`src/rtl/polo_transmitter.sv`:
```
// polo_transmitter: answers each detector match pulse by sending "POLO"
// (8N1, LSB first) on the UART tx line, queuing up to MAX_PENDING extra
// requests that arrive while a message is in flight.
// Build option: define POLO_CRLF_EN to append CR/LF (6-byte message).
module polo_transmitter #(
  parameter int unsigned CLKS_PER_BIT = 1042,
  parameter int unsigned MAX_PENDING  = 1
) (
  input  logic clk,
  input  logic rst_n,
  input  logic trigger,
  output logic tx,
  output logic busy,
  output logic msg_done,
  output logic dropped
);

  localparam int unsigned CNT_W = $clog2(CLKS_PER_BIT);
`ifdef POLO_CRLF_EN
  localparam int unsigned NUM_BYTES = 6;
`else
  localparam int unsigned NUM_BYTES = 4;
`endif
  localparam logic [CNT_W-1:0] CNT_LAST = CNT_W'(CLKS_PER_BIT - 1);
  localparam logic [2:0]       LAST_IDX = 3'(NUM_BYTES - 1);
  localparam logic [1:0]       PEND_MAX = 2'(MAX_PENDING);

  typedef enum logic [1:0] {IDLE, START, DATA, STOP} state_t;

  state_t           r_state;
  logic [CNT_W-1:0] r_cnt;
  logic [2:0]       r_bit;
  logic [2:0]       r_idx;
  logic [1:0]       r_pend;
  logic             r_tx;
  logic             r_busy;
  logic             r_done;
  logic             r_drop;

  state_t           w_state_nx;
  logic [CNT_W-1:0] w_cnt_nx;
  logic [2:0]       w_bit_nx;
  logic [2:0]       w_idx_nx;
  logic [1:0]       w_pend_nx;
  logic             w_tx_nx;
  logic             w_busy_nx;
  logic             w_done_nx;
  logic             w_drop_nx;
  logic [7:0]       w_byte;
  logic             w_wrap;
  logic             w_msg_end;

  // Message ROM
  function automatic logic [7:0] rom_byte(input logic [2:0] idx);
    case (idx)
      3'd0:    rom_byte = 8'h50;
      3'd1:    rom_byte = 8'h4F;
      3'd2:    rom_byte = 8'h4C;
      3'd3:    rom_byte = 8'h4F;
`ifdef POLO_CRLF_EN
      3'd4:    rom_byte = 8'h0D;
      3'd5:    rom_byte = 8'h0A;
`endif
      default: rom_byte = 8'hFF;
    endcase
  endfunction

  assign w_wrap    = (r_cnt == CNT_LAST);
  assign w_msg_end = (r_state == STOP) && w_wrap && (r_idx == LAST_IDX);

  // Next-state, queue bookkeeping and next values of the registered outputs
  always_comb begin
    w_state_nx = r_state;
    w_cnt_nx   = r_cnt;
    w_bit_nx   = r_bit;
    w_idx_nx   = r_idx;
    w_pend_nx  = r_pend;
    w_drop_nx  = 1'b0;

    case (r_state)
      IDLE: begin
        w_cnt_nx = '0;
        if (trigger) begin
          w_state_nx = START;
          w_idx_nx   = 3'd0;
        end
      end
      START: begin
        w_cnt_nx = w_wrap ? '0 : r_cnt + CNT_W'(1);
        if (w_wrap) begin
          w_state_nx = DATA;
          w_bit_nx   = 3'd0;
        end
      end
      DATA: begin
        w_cnt_nx = w_wrap ? '0 : r_cnt + CNT_W'(1);
        if (w_wrap) begin
          if (r_bit == 3'd7) w_state_nx = STOP;
          else               w_bit_nx   = r_bit + 3'd1;
        end
      end
      STOP: begin
        w_cnt_nx = w_wrap ? '0 : r_cnt + CNT_W'(1);
        if (w_wrap) begin
          if (r_idx != LAST_IDX) begin
            w_idx_nx   = r_idx + 3'd1;
            w_state_nx = START;
          end else if (trigger) begin
            // coincident trigger is counted and consumed by the restart at once
            w_idx_nx   = 3'd0;
            w_state_nx = START;
          end else if (r_pend != 2'd0) begin
            w_pend_nx  = r_pend - 2'd1;
            w_idx_nx   = 3'd0;
            w_state_nx = START;
          end else begin
            w_state_nx = IDLE;
          end
        end
      end
      default: w_state_nx = IDLE;
    endcase

    if ((r_state != IDLE) && trigger && !w_msg_end) begin
      if (r_pend < PEND_MAX) w_pend_nx = r_pend + 2'd1;
      else                   w_drop_nx = 1'b1;
    end

    w_byte    = rom_byte(w_idx_nx);
    w_tx_nx   = 1'b1;
    if (w_state_nx == START)     w_tx_nx = 1'b0;
    else if (w_state_nx == DATA) w_tx_nx = w_byte[w_bit_nx];
    w_busy_nx = (w_state_nx != IDLE);
    w_done_nx = (w_state_nx == STOP) && (w_cnt_nx == CNT_LAST) && (w_idx_nx == LAST_IDX);
  end

  // State and output registers; reset forces the line idle immediately
  always_ff @(posedge clk or negedge rst_n) begin
    if (!rst_n) begin
      r_state <= IDLE;
      r_cnt   <= '0;
      r_bit   <= 3'd0;
      r_idx   <= 3'd0;
      r_pend  <= 2'd0;
      r_tx    <= 1'b1;
      r_busy  <= 1'b0;
      r_done  <= 1'b0;
      r_drop  <= 1'b0;
    end else begin
      r_state <= w_state_nx;
      r_cnt   <= w_cnt_nx;
      r_bit   <= w_bit_nx;
      r_idx   <= w_idx_nx;
      r_pend  <= w_pend_nx;
      r_tx    <= w_tx_nx;
      r_busy  <= w_busy_nx;
      r_done  <= w_done_nx;
      r_drop  <= w_drop_nx;
    end
  end

  assign tx       = r_tx;
  assign busy     = r_busy;
  assign msg_done = r_done;
  assign dropped  = r_drop;

endmodule

```
`config.mk`:
```
export PLATFORM = sky130hd
export DESIGN_NAME = polo_transmitter
export DESIGN_NICKNAME = d
export VERILOG_FILES = /design/src/rtl/polo_transmitter.sv
export SDC_FILE = /design/constraint.sdc
export NUM_CORES = 1
export LEC_CHECK = 0
export ABC_AREA = 1
export BUFFER_PORTS_ARGS = -buffer_cell sky130_fd_sc_hd__buf_2
export CORE_ASPECT_RATIO = 0.5
export CORE_MARGIN = 3
export CORE_UTILIZATION = 54
export DETAILED_ROUTE_END_ITERATION = 10
export HOLD_SLACK_MARGIN = 0.08
export PLACE_DENSITY = 0.74
export SLEW_MARGIN = 20
export SYNTH_ARGS = -nofsm -noshare
export SYNTH_HDL_FRONTEND = slang
export SYNTH_SLANG_ARGS = --single-unit
```
`constraint.sdc`:
```
create_clock -name clk -period 1.5 [get_ports clk]
set_input_delay 0.225 -clock clk [delete_from_list [all_inputs] [get_ports clk]]
set_output_delay 0.225 -clock clk [all_outputs]
set_load 0.01 [all_outputs]
```
## Word-level counts from Yosys, hierarchy flattened

Cells that the tools add are included.

| word-level totals | value |
|---|---|
| word-level logic and storage cells | 79 |
| flip-flop bits (word level) | 25 |
| input port bits | 3 |
| output and inout port bits | 4 |

| operators by class | value |
|---|---|
| equal/unequal tests | 14 |
| $add $sub $neg | 5 |
| mux-type cells | 35 |
| magnitude comparators | 2 |
| reductions and logical operators | 14 |

Operators by type and width:

| kind | count |
|---|---|
| 2-bit 2-to-1 mux | 12 |
| 3-bit 2-to-1 mux | 8 |
| 8-bit one-hot mux with 3 select lines | 1 |
| 11-bit == test, second input constant | 2 |
| 11-bit one-hot mux with 2 select lines | 1 |
| 3-bit one-hot mux with 2 select lines | 2 |
| 11-bit by 1-bit adder with 11-bit output, second input constant | 1 |
| 11-bit 2-to-1 mux | 1 |
| 3-bit by 2-bit == test with 1-bit output, second input constant | 3 |
| 2-bit == test, second input constant | 4 |
| 1-bit 2-to-1 mux | 8 |
| 2-bit one-hot mux with 4 select lines | 1 |
| 3-bit by 1-bit adder with 3-bit output, second input constant | 2 |
| 1-bit logical AND | 6 |
| 2-bit nonzero test | 3 |
| 2-bit by 1-bit == test with 1-bit output, second input constant | 2 |
| 3-bit by 4-bit less-than comparator with 1-bit output, second input constant | 1 |
| 1-bit binary-select mux with 3-bit select | 1 |
| 3-bit by 1-bit == test with 1-bit output, second input constant | 1 |
| 3-bit == test, second input constant | 1 |
| 3-bit zero test | 1 |
| 3-bit by 2-bit inequality test with 1-bit output, second input constant | 1 |
| 3-bit OR reduction | 1 |
| 2-bit by 1-bit adder with 2-bit output, second input constant | 1 |
| other kinds (5) | 5 |

## Longest topological paths before layout

| depth | value |
|---|---|
| depth after elaboration | 13 |
| gate-level depth with buffers | 15 |
| mapped depth without buffers | 15 |

## Least setup slack after synthesis

OpenSTA, ideal clock, no wires.

| timing path | value |
|---|---|
| path type | reg-to-reg |
| start | register r_state[1] |
| end | register r_tx, in the netlist tx |
| path slack | -149 ps |
| path buffers | 1 |
| clock period less this slack | 1649 ps |
| cell stages (with the launch flop) | 16 |
| required time | 1440 ps |
| arrival | 1588 ps |
| cells stage by stage | dfrtp_1 > inv_1 > ha_1 > clkbuf_1 > nand2_1 > nand2_1 > inv_1 > nand2_2 > nand2_1 > nand2_2 > nand2_1 > nand2_1 > nand2_1 > nand3_1 > nand2_1 > nand2_1 |

| on the way | value |
|---|---|
| cells in the longest elaborated chain, start to end | 9 |
| elaborated cells on any way between the ends | 24 |
| those cells by class | eq/ne: 8; mux: 13; reduce/logical: 3 |

RTL lines:

| what | line | text |
|---|---|---|
| start, declared | 30 | `state_t r_state;` |
| start signal, assigned | 150 | `r_state <= w_state_nx;` |
| 2-bit == test or 2-bit zero test (tied branches) | 80 | `case (r_state)` |
| 3-bit one-hot mux with 2 select lines * | 80 |  |
| via w_idx_nx[1] | 43 | `logic [2:0] w_idx_nx;` |
| 3-bit by 2-bit == test with 1-bit output or 3-bit by 1-bit == test with 1-bit output (tied branches) | 55 | `case (idx)` |
| 2-bit OR reduction (no source line) | -- |  |
| 8-bit one-hot mux with 3 select lines * | 55 |  |
| 1-bit binary-select mux with 3-bit select * | 132 | `else if (w_state_nx == DATA) w_tx_nx = w_byte[w_bit_nx];` |
| 1-bit 2-to-1 mux (not written as such) * | 132 |  |
| 1-bit 2-to-1 mux * | 132 |  |
| 1-bit 2-to-1 mux * | 131 | `if (w_state_nx == START) w_tx_nx = 1'b0;` |
| via w_tx_nx | 45 | `logic w_tx_nx;` |
| end signal, assigned | 155 | `r_tx <= w_tx_nx;` |
| end, declared | 35 | `logic r_tx;` |

The timed path passes the listed nets; every way through them passes the cells marked *. The select of a mux whose other input is x is not followed.

## Worst setup path after layout

| timing path | value |
|---|---|
| start | register r_cnt[1] |
| end | register r_tx, in the netlist tx |

| on the way | value |
|---|---|
| elaborated cells on any way between the ends | 22 |
| those cells by class | eq/ne: 6; mux: 14; reduce/logical: 2 |

RTL lines:

| what | line | text |
|---|---|---|
| start, declared | 31 | `logic [CNT_W-1:0] r_cnt;` |
| start signal, assigned | 151 | `r_cnt <= w_cnt_nx;` |
| 11-bit == test * | 68 | `assign w_wrap = (r_cnt == CNT_LAST);` |
| 2-bit 2-to-1 mux (on tied branches) | 104, 90, 97 |  |
| 2-bit one-hot mux with 4 select lines * | 80 |  |
| via w_state_nx[1] | 40 | `state_t w_state_nx;` |
| 2-bit == test | 132 |  |
| 1-bit 2-to-1 mux | 132 |  |
| 1-bit 2-to-1 mux * | 131 |  |
| via w_tx_nx | 45 |  |

Marked as above.

==> impl_metrics.ini <==
[run_status]
run_status = finished with violations
violations = negative setup slack

[global_routing]
gr-usage-all-layers_pct = 28.3
grt_pass1_wl_mm = 8.10
first_global_vias = 1721
grt_start_max_net_pins = 26
antenna_found_initial = 0
grt_overflow = 0

[critical_path]
worst-setup-path-type = register to register
r2r_cells = 16
worstPathArrival_ps = 2290
worst_setup_path_startpoint = r_cnt[1]
worst_setup_path_end_kind = register
timing.critical_path.fanout_max = 4
critical_path.startpoint_type = register
flop_to_flop_setup_slack_ps = -570
timing.rr.end = tx
timing.rr.start = r_cnt[1]
worstSetupEndpoint = tx
worst_ep_required_time_ps = 1720

[sta]
finalSetupViolations = 20
rsz0062_at_grt = yes
finalMaxSlewViolations = 0
period_share_pct = 138
fin_crit_ps = 2070
max_freq_mhz = 483
timing.slew.headroom_pct = 58.9
timing.final.ws_setup_ps = -571
hold_viol_final = 0
worst_clock_skew_ps = 20.5
worst-slew-pin-transition_ps = 616

[place]
buffer_ports.inserted = 6
detailed_place_hpwl_mm = 3.06
detailed_place.area_um2 = 2080
final_wtd_congestion = 0.878

[logic_synthesis]
yosys_warnings = 0
syn_inst = 208
synth-seq-area-share_pct = 39.2
async_flop_share_pct = 100
synth-seq-cells = 25
syn-num-nets = 223
syn_avg_cell_area_um2 = 7.68
synth_enable_flop_cells = 0
ys_types = 28
postSynth.topFlopCell = sky130_fd_sc_hd__dfrtp_1
syn_area_um2 = 1600

[finish]
syn_to_final_growth_pct = 55.7
finalNetCount = 301
final_core_util_pct = 92.1
area.sequential_um2 = 628
multi_input_comb_area_um2 = 1020
final_design_area_no_fill_um2 = 2490
final_common_cell = sky130_fd_sc_hd__buf_4
layout_cell_share_with_drive_strength_beyond_1_pct = 45.6
antenna-diode-count = 0
layout.cells.most_common_list = sky130_fd_sc_hd__buf_4, sky130_fd_sc_hd__nand2_1, sky130_fd_sc_hd__inv_1, sky130_fd_sc_hd__dfrtp_1, sky130_fd_sc_hd__nor2_1
num-fill-cells = 89

[pwr]
sequentialPowerShare_pct = 58.6
power.switching_fraction_pct = 24.5
combinationalPowerShare_pct = 2.3
p_int_mw = 0.871
share_clk_of_total_power_pct = 39.1
vdd.ir_drop.worst_mv = 0.377
p_sw_mw = 0.282
power_leakage_nw = 1.30
power-per-cell-area_nw_per_um2 = 463

[floorplanning]
placeableCoreArea_um2 = 2700
die_width_um = 82.9
placementRows = 13
ios = 7
fp.dieArea_um2 = 3690
initial_utilization_pct = 59.2
die_y_um = 44.5

[clocking]
cts.sinks = 25
cts_buffer_depth = 2
cts_made_buffers = 3
htreeDepth = 1
clk_pin_slew_worst_setup_hold_paths_ps = 110
cts_tree = yes
cts_root_buffer = sky130_fd_sc_hd__clkbuf_8
clock_latency_ps = 290

[routing]
drtIter0Drc = 250
first_pass_iters = 4
vias_per_cell = 5.90
wl_final_mm = 6.60
via_count = 1900
avgRoutedWirePerCell_um = 20.5
detail-route-antenna-nets = 0
final_routed_drc_violation_total = 0

[worst_hold_path]
hold_class = primary input to register
worst_hold_path.num_cells = 3

[run]
timing.max_cap.violations = 0
==> metal layers <==
metal  GRT usage, %  part of all wire (%)  vias up
met3           7.43                    12       53
li1               -                     -      804
met5              0                     0        -
met2           50.2                    45      157
met1           34.9                    38      886
met4           8.47                   5.5        0
==> kinds of logic (layout without fill, tap and decap cells) <==
family	count (synthesis)	after routing	share of synthesized area, %
AND/OR/NAND/NOR	108	108	31.3
buffers and inverters	40	117	9.40
flip-flops	25	25	39.2
AO/OA/AOI/OAI	16	16	6.73
adder cells (fa/ha/maj)	12	12	9.40
XOR/XNOR	6	6	3.29
multiplexers	1	1	0.626
==> power groups by stage <==
stage | Combinational [mW] | Clock [mW] | Sequential (mW)
after detailed placement | 0.0219 | 0 | 0.688
after CTS | 0.0242 | 0.431 | 0.675
final | 0.0262 | 0.451 | 0.675
after global routing | 0.0284 | 0.461 | 0.675
after global placement | 0.0211 | 0 | 0.688
after floorplan | 0.00258 | 0 | 0.689
==> layout make-up <==
cell class	instances	area share, %
inverters	39	5.89
clock buffers	3	1.66
repair buffers	74	23.8
clock inverters	1	0.302
multi-input cells	143	41.2
flip-flops and latches	25	25.3
well taps	37	1.86
==> flip-flops by register name, indices dropped and copies added (netlist names) <==
name / cells
r_cnt: 11
busy: 1
tx: 1
dropped: 1
r_bit: 3
r_idx: 3
r_pend: 2
msg_done: 1
r_state: 2
==> synthesized netlist by cell type (2+ instances only) <==
| master | instances | area (µm²) |
|---|---|---|
| sky130_fd_sc_hd__o21ai_0 | 3 | 15.0 |
| sky130_fd_sc_hd__a21oi_1 | 3 | 15.0 |
| sky130_fd_sc_hd__ha_1 | 12 | 150 |
| sky130_fd_sc_hd__nand4_1 | 8 | 50.1 |
| sky130_fd_sc_hd__nand3_2 | 3 | 30.0 |
| sky130_fd_sc_hd__xnor2_1 | 2 | 17.5 |
| sky130_fd_sc_hd__nand2_1 | 47 | 176 |
| sky130_fd_sc_hd__nor2_1 | 22 | 82.6 |
| sky130_fd_sc_hd__nand2_2 | 2 | 12.5 |
| sky130_fd_sc_hd__dfrtp_1 | 24 | 601 |
| sky130_fd_sc_hd__nor3_1 | 4 | 20.0 |
| sky130_fd_sc_hd__nand3_1 | 12 | 60.1 |
| sky130_fd_sc_hd__xor2_1 | 4 | 35.0 |
| sky130_fd_sc_hd__o21ai_1 | 4 | 20.0 |
| sky130_fd_sc_hd__nor2_2 | 7 | 43.8 |
| sky130_fd_sc_hd__inv_1 | 39 | 146 |
==> worst min path at each step <==
stage / start / endpoint / slack (ps)
after floorplan: rst_n / busy / -70
after global placement: rst_n / r_cnt[7] / 240
after detailed placement: rst_n / r_cnt[7] / 250
after CTS: trigger / dropped / 200
after global routing: trigger / dropped / 210
final: trigger / dropped / 190
==> stage by stage <==
step / power, mW / hold slack [ps] / setup slack [ps] / cells / setup TNS (ps)
floorplan: 0.692 / -70.6 / -94.2 / 208 / -183
global placement: 0.709 / 241 / -289 / 299 / -1340
detailed placement: 0.710 / 250 / -338 / 299 / -2060
CTS: 1.13 / 198 / -315 / 316 / -1580
global route: 1.17 / 210 / -703 / 322 / -5480
finish: 1.15 / 188 / -571 / 322 / -4540
==> timing repair <==
item	in CTS	in global routing
endpoints found under the setup margin	14	21
hold buffers	1	0
setup buffers	13	8
hold endpoints to repair	24	0
pin swaps	13	30
resized for setup	22	37
==> worst max-delay path, stage by stage (launching register included) <==
cell and delay [ps]:
sky130_fd_sc_hd__dfrtp_1 430, sky130_fd_sc_hd__inv_2 80, sky130_fd_sc_hd__ha_4 150, sky130_fd_sc_hd__buf_4 100
sky130_fd_sc_hd__nand2_1 80, sky130_fd_sc_hd__nor2_4 150, sky130_fd_sc_hd__nand2_4 90, sky130_fd_sc_hd__nand2_1 110
sky130_fd_sc_hd__o21ai_1 120, sky130_fd_sc_hd__nand2_1 90, sky130_fd_sc_hd__nand2_1 60, sky130_fd_sc_hd__o21ai_2 110
sky130_fd_sc_hd__inv_1 100, sky130_fd_sc_hd__nand2_1 100, sky130_fd_sc_hd__nand2_1 70, sky130_fd_sc_hd__inv_1 80
sky130_fd_sc_hd__nand2_1 70
Power figures use the tool's default switching activity.
